File: src/rtl/bus_rsp_queue_pkg.sv
// Shared types for the bus response queue: bus message encoding, response entry layout.
package bus_rsp_queue_pkg;

  typedef enum logic [1:0] {
    NONE  = 2'd0,
    GET_S = 2'd1,
    GET_M = 2'd2,
    PUT_M = 2'd3
  } message_t;

  localparam int DCACHE_WORD_IN_BITS = 64;
  localparam int MEM_TAG_W_DFLT      = 4;

  typedef struct packed {
    logic                           id;
    logic [DCACHE_WORD_IN_BITS-1:0] data;
  } rsp_entry_t;

endpackage

File: src/rtl/bus_rsp_queue_if.sv
// Bus-side and D-cache-controller-side signals of the response queue.
// The master modport is the bus/controller view; slave is the queue view.
interface bus_rsp_queue_if
  import bus_rsp_queue_pkg::*;
#(
  parameter int MEM_TAG_W = MEM_TAG_W_DFLT
) ();
  logic                           bus_req_ack_i;
  logic                           bus_req_id_i;
  message_t                       bus_req_message_i;
  logic [MEM_TAG_W-1:0]           mem2bus_response_i;
  logic [MEM_TAG_W-1:0]           mem2bus_tag_i;
  logic [DCACHE_WORD_IN_BITS-1:0] mem2bus_data_i;
  logic                           c2c_rsp_vld_i;
  logic [DCACHE_WORD_IN_BITS-1:0] c2c_rsp_data_i;
  logic                           bus2Dctrl_rsp_vld_o;
  logic                           bus2Dctrl_rsp_id_o;
  logic [DCACHE_WORD_IN_BITS-1:0] bus2Dctrl_rsp_data_o;
  logic [1:0]                     Dctrl2bus_rsp_ack_i;
  logic                           rspq_stall_o;
  logic                           rspq_err_o;

  modport master (
    output bus_req_ack_i, bus_req_id_i, bus_req_message_i, mem2bus_response_i,
    output mem2bus_tag_i, mem2bus_data_i, c2c_rsp_vld_i, c2c_rsp_data_i,
    output Dctrl2bus_rsp_ack_i,
    input  bus2Dctrl_rsp_vld_o, bus2Dctrl_rsp_id_o, bus2Dctrl_rsp_data_o,
    input  rspq_stall_o, rspq_err_o
  );

  modport slave (
    input  bus_req_ack_i, bus_req_id_i, bus_req_message_i, mem2bus_response_i,
    input  mem2bus_tag_i, mem2bus_data_i, c2c_rsp_vld_i, c2c_rsp_data_i,
    input  Dctrl2bus_rsp_ack_i,
    output bus2Dctrl_rsp_vld_o, bus2Dctrl_rsp_id_o, bus2Dctrl_rsp_data_o,
    output rspq_stall_o, rspq_err_o
  );
endinterface

File: src/rtl/bus_rsp_queue_rspq_fifo.sv
// Two-write / one-read circular buffer. Port a is the older of two same-cycle writes;
// writes are packed so a lone port-b write lands at the current write pointer.
module rspq_fifo
  import bus_rsp_queue_pkg::*;
#(
  parameter int RSPQ_DEPTH = 8
) (
  input  logic                        clk,
  input  logic                        rst,
  input  logic                        wr_a_en,
  input  rsp_entry_t                  wr_a,
  input  logic                        wr_b_en,
  input  rsp_entry_t                  wr_b,
  input  logic                        rd_en,
  output rsp_entry_t                  rd_data,
  output logic [$clog2(RSPQ_DEPTH):0] count,
  output logic [$clog2(RSPQ_DEPTH):0] count_nxt
);
  localparam int AW = $clog2(RSPQ_DEPTH);

  rsp_entry_t    mem [RSPQ_DEPTH];
  logic [AW:0]   wr_ptr, rd_ptr, wr_ptr_b;
  logic [AW:0]   inc_a, inc_b, inc_r;

  assign inc_a     = {{AW{1'b0}}, wr_a_en};
  assign inc_b     = {{AW{1'b0}}, wr_b_en};
  assign inc_r     = {{AW{1'b0}}, rd_en};
  assign wr_ptr_b  = wr_ptr + inc_a;
  assign count     = wr_ptr - rd_ptr;
  assign count_nxt = count + inc_a + inc_b - inc_r;
  assign rd_data   = mem[rd_ptr[AW-1:0]];

  always_ff @(posedge clk) begin
    if (!rst) begin
      wr_ptr <= '0;
      rd_ptr <= '0;
    end else begin
      wr_ptr <= wr_ptr + inc_a + inc_b;
      rd_ptr <= rd_ptr + inc_r;
    end
  end

  // Storage carries no reset; occupancy is defined by the pointers alone.
  always_ff @(posedge clk) begin
    if (wr_a_en) mem[wr_ptr[AW-1:0]]   <= wr_a;
    if (wr_b_en) mem[wr_ptr_b[AW-1:0]] <= wr_b;
  end

endmodule

File: src/rtl/bus_rsp_queue.sv
// Bus response queue: tracks granted GETs by memory tag and merges memory and
// cache-to-cache data into one in-order FIFO. Forwarding enabled by BUS_RSP_C2C_EN.
module bus_rsp_queue
  import bus_rsp_queue_pkg::*;
#(
  parameter int RSPQ_DEPTH = 8,
  parameter int MEM_TAG_W  = MEM_TAG_W_DFLT
) (
  input logic            clk,
  input logic            rst,
  bus_rsp_queue_if.slave bus
);
  localparam int              NTAG    = 1 << MEM_TAG_W;
  localparam int              CW      = $clog2(RSPQ_DEPTH) + 1;
  localparam logic [CW-1:0]   DEPTH_C = CW'(RSPQ_DEPTH);
  localparam logic [CW-1:0]   STALL_C = CW'(RSPQ_DEPTH - 2);

  logic [NTAG-1:0]      tag_vld, tag_vld_nxt, tag_id, tag_drop;
  logic                 err_q, stall_p1;
  logic [MEM_TAG_W-1:0] alloc_tag, ret_tag;
  logic                 grant_get, collide, alloc_ok, alloc_err;
  logic                 ret_en, ret_hit, ret_err;
  logic                 c2c_vld, push_a, push_b, acc_a, acc_b, ovf_err;
  logic                 vld, pop;
  rsp_entry_t           push_a_ent, push_b_ent, head;
  logic [CW-1:0]        count, count_nxt;

`ifdef BUS_RSP_C2C_EN
  assign c2c_vld = bus.c2c_rsp_vld_i;
`else
  logic unused_c2c;
  assign unused_c2c = bus.c2c_rsp_vld_i;
  assign c2c_vld    = 1'b0;
`endif

  assign alloc_tag = bus.mem2bus_response_i;
  assign ret_tag   = bus.mem2bus_tag_i;
  assign grant_get = bus.bus_req_ack_i &&
                     (bus.bus_req_message_i == GET_S || bus.bus_req_message_i == GET_M);

  // A return acts on the old entry first, so a same-tag alloc sees the slot as free.
  assign ret_en    = ret_tag != '0;
  assign ret_hit   = ret_en && tag_vld[ret_tag];
  assign ret_err   = ret_en && !tag_vld[ret_tag];
  assign collide   = grant_get && ret_en && (alloc_tag == ret_tag);
  assign alloc_ok  = grant_get && (alloc_tag != '0) && (!tag_vld[alloc_tag] || collide);
  assign alloc_err = grant_get && ((alloc_tag == '0) || (tag_vld[alloc_tag] && !collide));

  assign push_a     = alloc_ok && c2c_vld;
  assign push_a_ent = '{id: bus.bus_req_id_i, data: bus.c2c_rsp_data_i};
  assign push_b     = ret_hit && !tag_drop[ret_tag];
  assign push_b_ent = '{id: tag_id[ret_tag], data: bus.mem2bus_data_i};

  assign acc_a   = push_a && (count < DEPTH_C);
  assign acc_b   = push_b && ((count + CW'(acc_a)) < DEPTH_C);
  assign ovf_err = (push_a && !acc_a) || (push_b && !acc_b);

  assign vld = count != '0;
  assign pop = vld && bus.Dctrl2bus_rsp_ack_i[head.id];

  rspq_fifo #(.RSPQ_DEPTH(RSPQ_DEPTH)) u_fifo (
    .clk       (clk),
    .rst       (rst),
    .wr_a_en   (acc_a),
    .wr_a      (push_a_ent),
    .wr_b_en   (acc_b),
    .wr_b      (push_b_ent),
    .rd_en     (pop),
    .rd_data   (head),
    .count     (count),
    .count_nxt (count_nxt)
  );

  always_comb begin
    tag_vld_nxt = tag_vld;
    if (ret_hit)  tag_vld_nxt[ret_tag]   = 1'b0;
    if (alloc_ok) tag_vld_nxt[alloc_tag] = 1'b1;
  end

  // Tag 0 is never allocated, so table-full means every tag from 1 upward is in use.
  always_ff @(posedge clk) begin
    if (!rst) begin
      tag_vld  <= '0;
      err_q    <= 1'b0;
      stall_p1 <= 1'b0;
    end else begin
      tag_vld  <= tag_vld_nxt;
      err_q    <= err_q | alloc_err | ret_err | collide | ovf_err;
      stall_p1 <= (count_nxt >= STALL_C) || (&tag_vld_nxt[NTAG-1:1]);
    end
  end

  always_ff @(posedge clk) begin
    if (alloc_ok) begin
      tag_id[alloc_tag]   <= bus.bus_req_id_i;
      tag_drop[alloc_tag] <= c2c_vld;
    end
  end

  assign bus.bus2Dctrl_rsp_vld_o  = vld;
  assign bus.bus2Dctrl_rsp_id_o   = vld & head.id;
  assign bus.bus2Dctrl_rsp_data_o = vld ? head.data : '0;
  assign bus.rspq_stall_o         = stall_p1;
  assign bus.rspq_err_o           = err_q;

endmodule

File: src/flat_wrapper.sv
// flat-port wrapper written by rule: the top's interface ports become plain ports
module bus_rsp_queue_flat import bus_rsp_queue_pkg::*;
#(
  parameter int RSPQ_DEPTH = 8,
  parameter int MEM_TAG_W  = MEM_TAG_W_DFLT
)
  (clk, rst, bus_bus_req_ack_i, bus_bus_req_id_i, bus_bus_req_message_i, bus_mem2bus_response_i, bus_mem2bus_tag_i, bus_mem2bus_data_i, bus_c2c_rsp_vld_i, bus_c2c_rsp_data_i, bus_Dctrl2bus_rsp_ack_i, bus_bus2Dctrl_rsp_vld_o, bus_bus2Dctrl_rsp_id_o, bus_bus2Dctrl_rsp_data_o, bus_rspq_stall_o, bus_rspq_err_o);
  bus_rsp_queue_if #(.MEM_TAG_W(MEM_TAG_W)) bus_i ();
  input logic clk;
  input logic rst;
  input wire logic [$bits(bus_i.bus_req_ack_i)-1:0] bus_bus_req_ack_i;
  input wire logic [$bits(bus_i.bus_req_id_i)-1:0] bus_bus_req_id_i;
  input wire logic [$bits(bus_i.bus_req_message_i)-1:0] bus_bus_req_message_i;
  input wire logic [$bits(bus_i.mem2bus_response_i)-1:0] bus_mem2bus_response_i;
  input wire logic [$bits(bus_i.mem2bus_tag_i)-1:0] bus_mem2bus_tag_i;
  input wire logic [$bits(bus_i.mem2bus_data_i)-1:0] bus_mem2bus_data_i;
  input wire logic [$bits(bus_i.c2c_rsp_vld_i)-1:0] bus_c2c_rsp_vld_i;
  input wire logic [$bits(bus_i.c2c_rsp_data_i)-1:0] bus_c2c_rsp_data_i;
  input wire logic [$bits(bus_i.Dctrl2bus_rsp_ack_i)-1:0] bus_Dctrl2bus_rsp_ack_i;
  output wire logic [$bits(bus_i.bus2Dctrl_rsp_vld_o)-1:0] bus_bus2Dctrl_rsp_vld_o;
  output wire logic [$bits(bus_i.bus2Dctrl_rsp_id_o)-1:0] bus_bus2Dctrl_rsp_id_o;
  output wire logic [$bits(bus_i.bus2Dctrl_rsp_data_o)-1:0] bus_bus2Dctrl_rsp_data_o;
  output wire logic [$bits(bus_i.rspq_stall_o)-1:0] bus_rspq_stall_o;
  output wire logic [$bits(bus_i.rspq_err_o)-1:0] bus_rspq_err_o;
  assign bus_i.bus_req_ack_i = bus_bus_req_ack_i;
  assign bus_i.bus_req_id_i = bus_bus_req_id_i;
  assign bus_i.bus_req_message_i = bus_bus_req_message_i;
  assign bus_i.mem2bus_response_i = bus_mem2bus_response_i;
  assign bus_i.mem2bus_tag_i = bus_mem2bus_tag_i;
  assign bus_i.mem2bus_data_i = bus_mem2bus_data_i;
  assign bus_i.c2c_rsp_vld_i = bus_c2c_rsp_vld_i;
  assign bus_i.c2c_rsp_data_i = bus_c2c_rsp_data_i;
  assign bus_i.Dctrl2bus_rsp_ack_i = bus_Dctrl2bus_rsp_ack_i;
  assign bus_bus2Dctrl_rsp_vld_o = bus_i.bus2Dctrl_rsp_vld_o;
  assign bus_bus2Dctrl_rsp_id_o = bus_i.bus2Dctrl_rsp_id_o;
  assign bus_bus2Dctrl_rsp_data_o = bus_i.bus2Dctrl_rsp_data_o;
  assign bus_rspq_stall_o = bus_i.rspq_stall_o;
  assign bus_rspq_err_o = bus_i.rspq_err_o;
  bus_rsp_queue #(.RSPQ_DEPTH(RSPQ_DEPTH), .MEM_TAG_W(MEM_TAG_W)) u_core (.clk(clk), .rst(rst), .bus(bus_i));
endmodule
File: config.mk
export PLATFORM = sky130hd
export DESIGN_NAME = bus_rsp_queue_flat
export DESIGN_NICKNAME = d
export VERILOG_FILES = /design/src/rtl/bus_rsp_queue_pkg.sv /design/src/rtl/bus_rsp_queue_if.sv /design/src/rtl/bus_rsp_queue_rspq_fifo.sv /design/src/rtl/bus_rsp_queue.sv /design/src/flat_wrapper.sv
export SDC_FILE = /design/constraint.sdc
export NUM_CORES = 1
export LEC_CHECK = 0
export CORE_MARGIN = 5
export CORE_UTILIZATION = 45
export CTS_CLUSTER_DIAMETER = 80
export CTS_CLUSTER_SIZE = 8
export DETAILED_ROUTE_END_ITERATION = 16
export PLACE_DENSITY_LB_ADDON = 0.15
export SYNTH_ARGS = -nofsm -noshare
export SYNTH_HDL_FRONTEND = slang
export SYNTH_HIERARCHICAL = 1
export SYNTH_SLANG_ARGS = --single-unit
File: constraint.sdc
create_clock -name clk -period 7.1 [get_ports clk]
set_input_delay 2.13 -clock clk [delete_from_list [all_inputs] [get_ports clk]]
set_output_delay 2.13 -clock clk [all_outputs]
set_load 0.1 [all_outputs]
==> metrics.cfg, run 1 <==
[final_layout]
area_delta_synth_final_pct=20.1
stdcell_count=3021
layout-drive-gt1-share_pct=42.0
nets=2282
postLayoutCoreUtil_pct=54.5

[worst_hold_path]
hold_class=register to register

[timing]
rsz0062_at_grt=no
finalCriticalPeriod_ns=6.28
fmax_mhz=159
post-route-period-util_pct=88.4
worstMarginPinSlew_ns=1.23
setup-violations-final=0
setup_tns_ns=0
slew_headroom_pct=17.8
fin_skew_ns=0.0246
hold_viol=0
slew_violations=0

[floorplan]
die_area_sq_um=71600
io_pins=213
std_cell_rows=94
start_util_pct=45.4
core_area_sq_um=65700
die_h_microns=268
die_w_microns=268

[critical_path]
endpoint_kind=primary output
cp_max_fo=55
critPathMaxStageDelay_ns=0.64
critPathArrivalTime_ns=4.15
r2r_slack_ns=2.23
worstPathBufferInverterCount=3
cp.required_ns=4.97
cp_slowest_cell=dfxtp_4
cp-start-kind=register
crit_chain=inv_2, ha_1, a21oi_1, o21ai_0, xnor2_1, nor4_2, buf_4, nor2b_1, buf_12
crit_family=buffers and inverters
crit_type=register to primary output

[clock_network]
htreeDepth=3
clock_sinks=577
cts-root-buf=clkbuf_16
clk_latency_ns=0.62
post_cts_buffers=0
cts_resized=0
numCtsBuffers=82
path_clk_slew_ns=0.05
cts_hold_buf=0
cts_buffer_depth=3
cts_tree=built

[route]
vias=17800
drt_wl_total_microns=80400
drc=0
avgRoutedWirePerCell_microns=26.6
dr.first_iter.drc_count=1220
dr.pass1.iters=5
vias_per_cell=5.88
ant_nets=0

[grt]
grt.total_usage_pct=22.3
grt_pass1_wl_microns=120000
grt_pass1_vias=18800
antenna_found_initial=10
grt-ovfl-total=0
grt_max_degree=88

[pwr]
ir_worst_vdd_mv=0.471
p_leak_uw=0.0120
power_uw=13500
p_per_area_nw_per_um2=377

[placed_design]
dp_cells=2902
dp_hpwl_microns=44800
place_congestion=0.870
io_buffers=211

[run]
maxCapViolCount=0

[synth]
syn_area_per_cell_sq_um=15.7
ys_warn_count=6
syn_inst=1900
synth_area_sq_um=29900

[run_status]
status=completed

[report_power, final]
group          leakage, uW  internal [uW]  switching, uW
Combinational      0.00570           2020           4040
Sequential         0.00522           3850           57.9
Clock              0.00110           2140           1410
[metrics by stage]
| stage | area [sq um] | hold WS (ns) | setup WS [ns] |
|---|---|---|---|
| after global placement | 33600 | 0.477 | 1.03 |
| final | 35900 | 0.485 | 0.825 |
| after CTS | 35800 | 0.493 | 0.660 |
| after global routing | 35800 | 0.504 | 0.588 |
| after detailed placement | 33600 | 0.481 | 0.983 |
| after floorplan | 29900 | 0.444 | 0.0497 |
[worst reg2reg max path: stages, from the launching register on]
cell and delay, ns:
dfxtp_4 0.64, inv_2 0.31, ha_1 0.42, nand2_1 0.06, o21ai_0 0.20, xnor2_1 0.28, nor4_2 0.26, buf_4 0.75
nor2_1 0.20, ha_1 0.35, fa_1 0.19, inv_1 0.07, fa_1 0.43, xor2_1 0.17, a21oi_1 0.13, nor2b_1 0.09
a31o_1 0.22
[registers in the layout (all words and copies together), names as in the netlist]
signal / count
u_core/u_fifo/mem: 520
u_core/tag_id: 16
u_core/u_fifo/rd_ptr: 4
u_core/tag_vld: 16
u_core/bus.rspq_stall_o: 1
u_core/u_fifo/wr_ptr: 4
u_core/tag_drop: 15
u_core/bus.rspq_err_o: 1
[routing by layer]
layer | up-vias | share of wire (%) | GRT usage [%]
met2 | 524 | 49 | 37.0
met4 | 12 | 2.0 | 5.91
met3 | 130 | 5.6 | 4.00
met5 | - | 0.11 | 0
met1 | 9210 | 44 | 30.6
li1 | 7874 | - | -
[placed cells by master (no fill, tap or decap), types with 3 or more instances in the layout]
cell type,n
nor2_1,24
buf_4,55
or2_2,3
nand2_1,212
o211ai_1,5
o21ai_0,14
edfxtp_1,551
diode_2,5
a21boi_0,17
dfxtp_1,23
xor2_1,10
clkbuf_16,84
nor4_1,3
nor2b_1,72
dfxtp_4,3
nor3_1,6
mux2i_1,5
and2_1,15
clkinv_8,3
a21oi_1,8
mux4_2,146
fa_1,3
o21a_1,12
buf_12,62
mux2_2,524
conb_1,5
nand3_1,9
clkbuf_1,23
mux4_1,3
nand4_1,5
xnor2_1,10
o31a_1,4
clkdlybuf4s50_1,145
ha_1,12
inv_1,19
o21ai_4,4
nand2b_1,9
nor3_2,4
[worst paths after layout]
kind	startpoint	to	depth (start not counted)
worst min-delay path	u_core/tag_vld[0]$_SDFF_PN0_	u_core/tag_vld[0]$_SDFF_PN0_	1
worst min register to register	u_core/tag_vld[0]$_SDFF_PN0_	u_core/tag_vld[0]$_SDFF_PN0_	1
worst max-delay path	u_core/u_fifo/rd_ptr[2]$_SDFF_PN0_	bus_bus2Dctrl_rsp_data_o[28]	9
worst max register to register	u_core/u_fifo/rd_ptr[2]$_SDFF_PN0_	u_core/bus.rspq_stall_o$_SDFF_PN0_	16
[cell type report]
type                    instances  area (sq um)
inverters                      20          75.1
clock inverters                 6          73.8
fillers                      5268         29900
clock buffers                 108          2200
well taps                     864          1080
diodes                          5          12.5
flip-flops and latches        577         17100
multi-input cells            1179         12200
repair buffers                262          3110
(Power assumes the default switching activity.)
==> run 2: changes to the inputs <==
--- a/config.mk
+++ b/config.mk
@@ -5,8 +5,10 @@
 export SDC_FILE = /design/constraint.sdc
 export NUM_CORES = 1
 export LEC_CHECK = 0
+export ABC_CLOCK_PERIOD_IN_PS = 7100
 export CORE_MARGIN = 5
 export CORE_UTILIZATION = 45
+export CTS_BUF_LIST = sky130_fd_sc_hd__clkbuf_16
 export CTS_CLUSTER_DIAMETER = 80
 export CTS_CLUSTER_SIZE = 8
 export DETAILED_ROUTE_END_ITERATION = 16
==> constraint.sdc (replaced) <==
create_clock -name clk -period 7.1 [get_ports clk]
set_input_delay 2.13 -clock clk [delete_from_list [all_inputs] [get_ports clk]]
set_output_delay 2.13 -clock clk [all_outputs]
set_load 0.005 [all_outputs]
==> run 2 against run 1 <==
Compared with the run above: final cell count stayed put; count of clock-buffer cells in the layout is 23 lower; via count is 0.52% lower; sequential power is 1% higher; global-route usage is 0.13 points higher; non-clock buffer count is 1 higher; combinational power is 49% lower.
==> metrics.cfg, run 2 (synthesis gave the netlist of run 1 again) <==
[timing]
slew_violations=0  ; unchanged
setup_tns_ns=0  ; unchanged
setup-violations-final=0  ; unchanged
fin_skew_ns=0.0220  ; -0.00258 ns
hold_viol=0  ; unchanged
rsz0062_at_grt=no
fmax_mhz=167  ; +4.6%
finalCriticalPeriod_ns=6.00  ; -0.278 ns
slew_headroom_pct=19.8  ; +2.0 points
worstMarginPinSlew_ns=1.20  ; -0.0304 ns
holdWs_ns=0.493  ; +0.00868 ns
post-route-period-util_pct=84.5  ; -3.9 points

[grt]
grt.total_usage_pct=22.4  ; +0.13 points
grt_pass1_wl_microns=121000  ; +0.70%
grt_max_degree=109  ; +24%
grt-ovfl-total=0  ; unchanged
antenna_found_initial=13  ; +3
grt_pass1_vias=18900  ; +0.22%

[clock_network]
htreeDepth=3  ; unchanged
cts_buffer_depth=3  ; unchanged
cts-root-buf=clkbuf_16
path_clk_slew_ns=0.05  ; about the same
cts_tree=built
cts_hold_buf=0  ; unchanged
post_cts_buffers=0  ; unchanged
cts_resized=0  ; unchanged
clk_latency_ns=0.62  ; about the same
clock_sinks=577  ; unchanged
numCtsBuffers=82  ; unchanged

[floorplan]
io_pins=213  ; unchanged
die_w_microns=268  ; unchanged
die_area_sq_um=71600  ; unchanged
std_cell_rows=94  ; unchanged
core_area_sq_um=65700  ; unchanged
start_util_pct=45.4  ; unchanged
die_h_microns=268  ; unchanged

[pwr]
p_leak_uw=0.0119  ; -1.1%
ir_worst_vdd_mv=0.342  ; -27%
p_per_area_nw_per_um2=298  ; -21%

[route]
dr.pass1.iters=5  ; unchanged
ant_nets=0  ; unchanged
drt_wl_total_microns=80900  ; +0.60%
dr.first_iter.drc_count=1285  ; +5.3%
avgRoutedWirePerCell_microns=26.8  ; +0.60%
drc=0  ; unchanged
vias=17700  ; -0.52%
vias_per_cell=5.85  ; -0.52%

[run]
maxCapViolCount=0  ; unchanged

[critical_path]
worstPathBufferInverterCount=4  ; +1
cp.required_ns=4.97  ; about the same
crit_type=register to primary output
endpoint_kind=primary output
r2r_cells=14  ; -2
crit_family=buffers and inverters
cp_slowest_cell=inv_2
r2r_slack_ns=2.70  ; +0.47 ns
crit_chain=inv_2, ha_1, a21oi_1, o21ai_0, xnor2_1, buf_4, nor4_2, buf_12, nor2b_1, clkdlybuf4s50_1
cp_max_fo=55  ; unchanged
critPathArrivalTime_ns=3.87  ; -0.28 ns
rr_startpoint=u_core/u_fifo/rd_ptr[1]$_SDFF_PN0_
critPathMaxStageDelay_ns=0.49  ; -0.15 ns
cp-start-kind=register
regToRegEndpoint=u_core/bus.rspq_stall_o$_SDFF_PN0_

[placed_design]
io_buffers=211  ; unchanged
place_congestion=0.860  ; -1.1%
dp_hpwl_microns=44700  ; -0.25%

[worst_hold_path]
hold_class=register to register
whs_endpoint=u_core/tag_vld[0]$_SDFF_PN0_
holdPathStages=1  ; unchanged
min_from=u_core/tag_vld[0]$_SDFF_PN0_

[run_status]
status=completed

[final_layout]
final_common_cell=edfxtp_1
nets=2283  ; +0.044%
final_cell_mix=edfxtp_1, mux2_2, nand2_1, clkdlybuf4s50_1, mux4_2
area_delta_synth_final_pct=19.1
layout-drive-gt1-share_pct=39.0  ; -3.0 points
largest_reg_flops=520  ; unchanged

run 2: how the worst max path moves through the flow:
stage	start	endpoint	slack, ns	cells after the start
final	u_core/u_fifo/rd_ptr[2]$_SDFF_PN0_	bus_bus2Dctrl_rsp_data_o[28]	1.10	10
after global routing	u_core/u_fifo/rd_ptr[2]$_SDFF_PN0_	bus_bus2Dctrl_rsp_data_o[1]	0.91	10
after CTS	u_core/u_fifo/rd_ptr[2]$_SDFF_PN0_	bus_bus2Dctrl_rsp_data_o[1]	0.96	10
after detailed placement	bus_mem2bus_tag_i[0]	u_core/u_fifo/mem[1][40]$_DFFE_PP_	0.89	12
after global placement	bus_mem2bus_tag_i[1]	u_core/u_fifo/mem[5][39]$_DFFE_PP_	0.92	11
after floorplan	bus_mem2bus_tag_i[0]	u_core/u_fifo/mem[7][0]$_DFFE_PP_	0.05	10
run 2: final cells by class:
cell class              instances  area (sq um)
well taps                     864          1080
repair buffers                263          2780
clock buffers                  85          2130
fillers                      5300         30200
flip-flops and latches        577         17100
inverters                      20          75.1
clock inverters                27           174
diodes                          6          15.0
multi-input cells            1179         12200
run 2: through the flow:
| stage | area, sq um | util (%) | instances | setup slack, ns | power, uW |
|---|---|---|---|---|---|
| final | 35600 | 54.1 | 3021 | 1.10 | 10600 |
| after global routing | 35500 | 54.1 | 3018 | 0.909 | 11100 |
| after CTS | 35500 | 54.1 | 3015 | 0.957 | 10700 |
| after detailed placement | 33200 | 50.6 | 2903 | 0.887 | 7150 |
| after global placement | 33200 | 50.6 | 2903 | 0.923 | 7120 |
| after floorplan | 29900 | - | 1904 | 0.0497 | 5720 |
run 2: per-layer routing:
metal  vias up  global-route usage, %  part of all wire, %
li1       7865                      -                    -
met1      9084                   31.0                   43
met2       583                   36.7                   49
met3       110                   4.51                  6.6
met4        16                   5.83                  1.7
met5         -                      0                 0.13
run 2: report_power, final:
part	switching [uW]	internal (uW)	leakage, uW	total (uW)
logic	1400	1680	0.00546	3080
clock network	1410	2150	0.00120	3560
registers	98.7	3850	0.00522	3940
total	2910	7670	0.0119	10600
run 2: worst register-to-register path: stages, from the launching register on:
cell     delay [ns]
dfxtp_4        0.72
buf_4          0.92
mux4_2         0.40
nand2_1        0.06
nand2_1        0.17
mux2i_1        0.33
nor2_1         0.11
ha_1           0.31
fa_1           0.18
inv_1          0.06
fa_1           0.42
xor2_1         0.17
a21oi_1        0.14
nor2b_1        0.08
a31o_1         0.21
==> run 3: changes to the inputs <==
--- a/config.mk
+++ b/config.mk
@@ -5,7 +5,7 @@
 export SDC_FILE = /design/constraint.sdc
 export NUM_CORES = 1
 export LEC_CHECK = 0
-export ABC_CLOCK_PERIOD_IN_PS = 7100
+export ABC_CLOCK_PERIOD_IN_PS = 5000
 export CORE_MARGIN = 5
 export CORE_UTILIZATION = 45
 export CTS_BUF_LIST = sky130_fd_sc_hd__clkbuf_16
==> constraint.sdc (replaced) <==
create_clock -name clk -period 5 [get_ports clk]
set_input_delay 1.5 -clock clk [delete_from_list [all_inputs] [get_ports clk]]
set_output_delay 1.5 -clock clk [all_outputs]
set_load 0.005 [all_outputs]
==> run 3 against run 2 <==
Compared with the run above: count of clock-buffer cells in the layout decreased by 1; cell area rose by 2.0%; first-iteration DRC count is 6.1% lower; worst hold slack is essentially flat; register-to-register slack worse by 1.5 ns; final cell count rose by 1.4%; die area did not move; combinational power grew 52%; worst setup slack got worse by 0.99 ns; clock skew rose by 0.0064 ns; critical endpoint is now bus_bus2Dctrl_rsp_data_o[1].
==> metrics.cfg, run 3 (synthesis gave the netlist of run 1 again) <==
[run_status]
status=completed

[final_layout]
final_cell_mix=edfxtp_1, mux2_2, nand2_1, clkdlybuf4s50_1, mux4_2
nets=2329  ; +2.0%
area_delta_synth_final_pct=21.4
layout-drive-gt1-share_pct=40.4  ; +1.4 points
final_common_cell=edfxtp_1
largest_reg_flops=520  ; unchanged

[clock_network]
cts-root-buf=clkbuf_16
numCtsBuffers=82  ; unchanged
clk_latency_ns=0.62  ; about the same
cts_hold_buf=0  ; unchanged
cts_tree=built
htreeDepth=3  ; unchanged
clock_sinks=577  ; unchanged
cts_buffer_depth=3  ; unchanged
path_clk_slew_ns=0.06  ; about the same

[floorplan]
std_cell_rows=94  ; unchanged
start_util_pct=45.4  ; unchanged
die_h_microns=268  ; unchanged
core_area_sq_um=65700  ; unchanged
die_area_sq_um=71600  ; unchanged
io_pins=213  ; unchanged
die_w_microns=268  ; unchanged

[grt]
grt.total_usage_pct=22.1  ; -0.29 points
grt-ovfl-total=0  ; unchanged
grt_max_degree=133  ; +22%
antenna_found_initial=10  ; -3
grt_pass1_vias=18800  ; -0.37%
grt_pass1_wl_microns=120000  ; -0.81%

[critical_path]
cp_num_cells=9  ; -1
regToRegEndpoint=u_core/bus.rspq_stall_o$_SDFF_PN0_
rr_startpoint=u_core/u_fifo/rd_ptr[0]$_SDFF_PN0_
cp_max_fo=28  ; -49%
cp.required_ns=3.50  ; -1.47 ns
critPathMaxStageDelay_ns=0.58  ; +0.09 ns
crit_chain=inv_1, ha_1, inv_1, fa_1, xor2_1, nor4_4, bufbuf_16, nor2b_1, clkdlybuf4s50_1
cp_common_cell=inv_1
critical_path.endpoint=bus_bus2Dctrl_rsp_data_o[1]
startpoint=u_core/u_fifo/wr_ptr[0]$_SDFF_PN0_
cp_slowest_cell=clkdlybuf4s50_1
crit_family=buffers and inverters
endpoint_kind=primary output
r2r_slack_ns=1.19  ; -1.51 ns
r2r_cells=13  ; -1
cp-start-kind=register
crit_type=register to primary output
critPathArrivalTime_ns=3.39  ; -0.48 ns
worstPathBufferInverterCount=4  ; unchanged

[route]
drt_wl_total_microns=79800  ; -1.4%
ant_nets=0  ; unchanged
drc=0  ; unchanged
dr.pass1.iters=5  ; unchanged
vias_per_cell=5.79  ; -0.89%
avgRoutedWirePerCell_microns=26.0  ; -2.8%
dr.first_iter.drc_count=1207  ; -6.1%
vias=17800  ; +0.52%

[placed_design]
dp_hpwl_microns=46500  ; +3.9%
place_ws_ns=-0.119  ; -1.01 ns
place_congestion=0.854  ; -0.70%
io_buffers=211  ; unchanged

[run]
maxCapViolCount=0  ; unchanged

[timing]
setup-violations-final=0  ; unchanged
setup_tns_ns=0  ; unchanged
slew_violations=0  ; unchanged
post-route-period-util_pct=97.8
hold_viol=0  ; unchanged
finalCriticalPeriod_ns=4.89
fin_skew_ns=0.0284  ; +0.00639 ns
worstMarginPinSlew_ns=1.15  ; -0.0537 ns
layout_setup_ws_ns=0.110  ; -0.993 ns
slew_headroom_pct=23.5  ; +3.7 points
rsz0062_at_grt=yes
holdWs_ns=0.493  ; -0.0000160 ns
fmax_mhz=204

[pwr]
p_leak_uw=0.0122  ; +2.9%
power_uw=15100  ; +43%
ir_worst_vdd_mv=0.396  ; +16%
p_per_area_nw_per_um2=418  ; +40%

[worst_hold_path]
hold_class=register to register

-- run 3: cell types whose count changed in the layout (fill, tap and decap cells not counted), sizes merged --
cell,change
buf,+45
bufbuf,+1
bufinv,-1
clkbuf,-1
clkinv,-1
diode,-1
inv,+1
-- run 3: final cells by class --
class                   instances  area [sq um]
well taps                     864          1080
clock buffers                  84          2100
clock inverters                26           146
fillers                      5203         29500
flip-flops and latches        577         17100
multi-input cells            1179         12200
diodes                          5          12.5
repair buffers                309          3520
inverters                      20          75.1
-- run 3: worst register-to-register path, delay by kind of cell (launching register included) --
kind                     cells  cell delay, ns
adder cells (fa/ha/maj)      3            1.07
multiplexers                 2            0.77
buffers and inverters        2            0.63
AND/OR/NAND/NOR              4            0.52
flip-flops                   1            0.38
AO/OA/AOI/OAI                2            0.35
-- run 3: what timing repair did --
item	in CTS	in global routing
gates cloned	1	0
resized for setup	3	4
pin swaps	1	0
buffers inserted	2	0
endpoints found under the setup margin	55	55
-- run 3: metal layers --
layer	global-route usage [%]	up-vias	share of wire (%)
li1	-	7955	-
met1	29.9	9146	42
met2	37.3	538	50
met3	4.55	101	6.0
met4	5.18	10	1.6
met5	0	-	0.071
-- run 3: report_power, final --
| part | total [uW] | internal, uW | switching (uW) |
|---|---|---|---|
| Sequential | 5510 | 5460 | 45.3 |
| Combinational | 4670 | 2520 | 2160 |
| Clock | 4960 | 2970 | 1990 |
| Total | 15100 | 10900 | 4190 |
-- run 3: how the worst min path moves through the flow --
stage                                                start                                to  slack, ns  depth (start not counted)
final                     u_core/bus.rspq_err_o$_SDFF_PN0_  u_core/bus.rspq_err_o$_SDFF_PN0_       0.49                          1
after global routing      u_core/bus.rspq_err_o$_SDFF_PN0_  u_core/bus.rspq_err_o$_SDFF_PN0_       0.52                          1
after CTS                 u_core/bus.rspq_err_o$_SDFF_PN0_  u_core/bus.rspq_err_o$_SDFF_PN0_       0.50                          1
after global placement        u_core/tag_vld[0]$_SDFF_PN0_      u_core/tag_vld[0]$_SDFF_PN0_       0.49                          1
after floorplan               u_core/tag_vld[0]$_SDFF_PN0_      u_core/tag_vld[0]$_SDFF_PN0_       0.44                          1
after detailed placement  u_core/bus.rspq_err_o$_SDFF_PN0_  u_core/bus.rspq_err_o$_SDFF_PN0_       0.48                          1
-- run 3: through the flow --
step | instances | util (%) | area, sq um
after floorplan | 1904 | - | 29900
after global placement | 2946 | 51.6 | 33900
after detailed placement | 2946 | 51.6 | 33900
after CTS | 3059 | 55.1 | 36200
after global routing | 3059 | 55.1 | 36200
final | 3064 | 55.1 | 36300
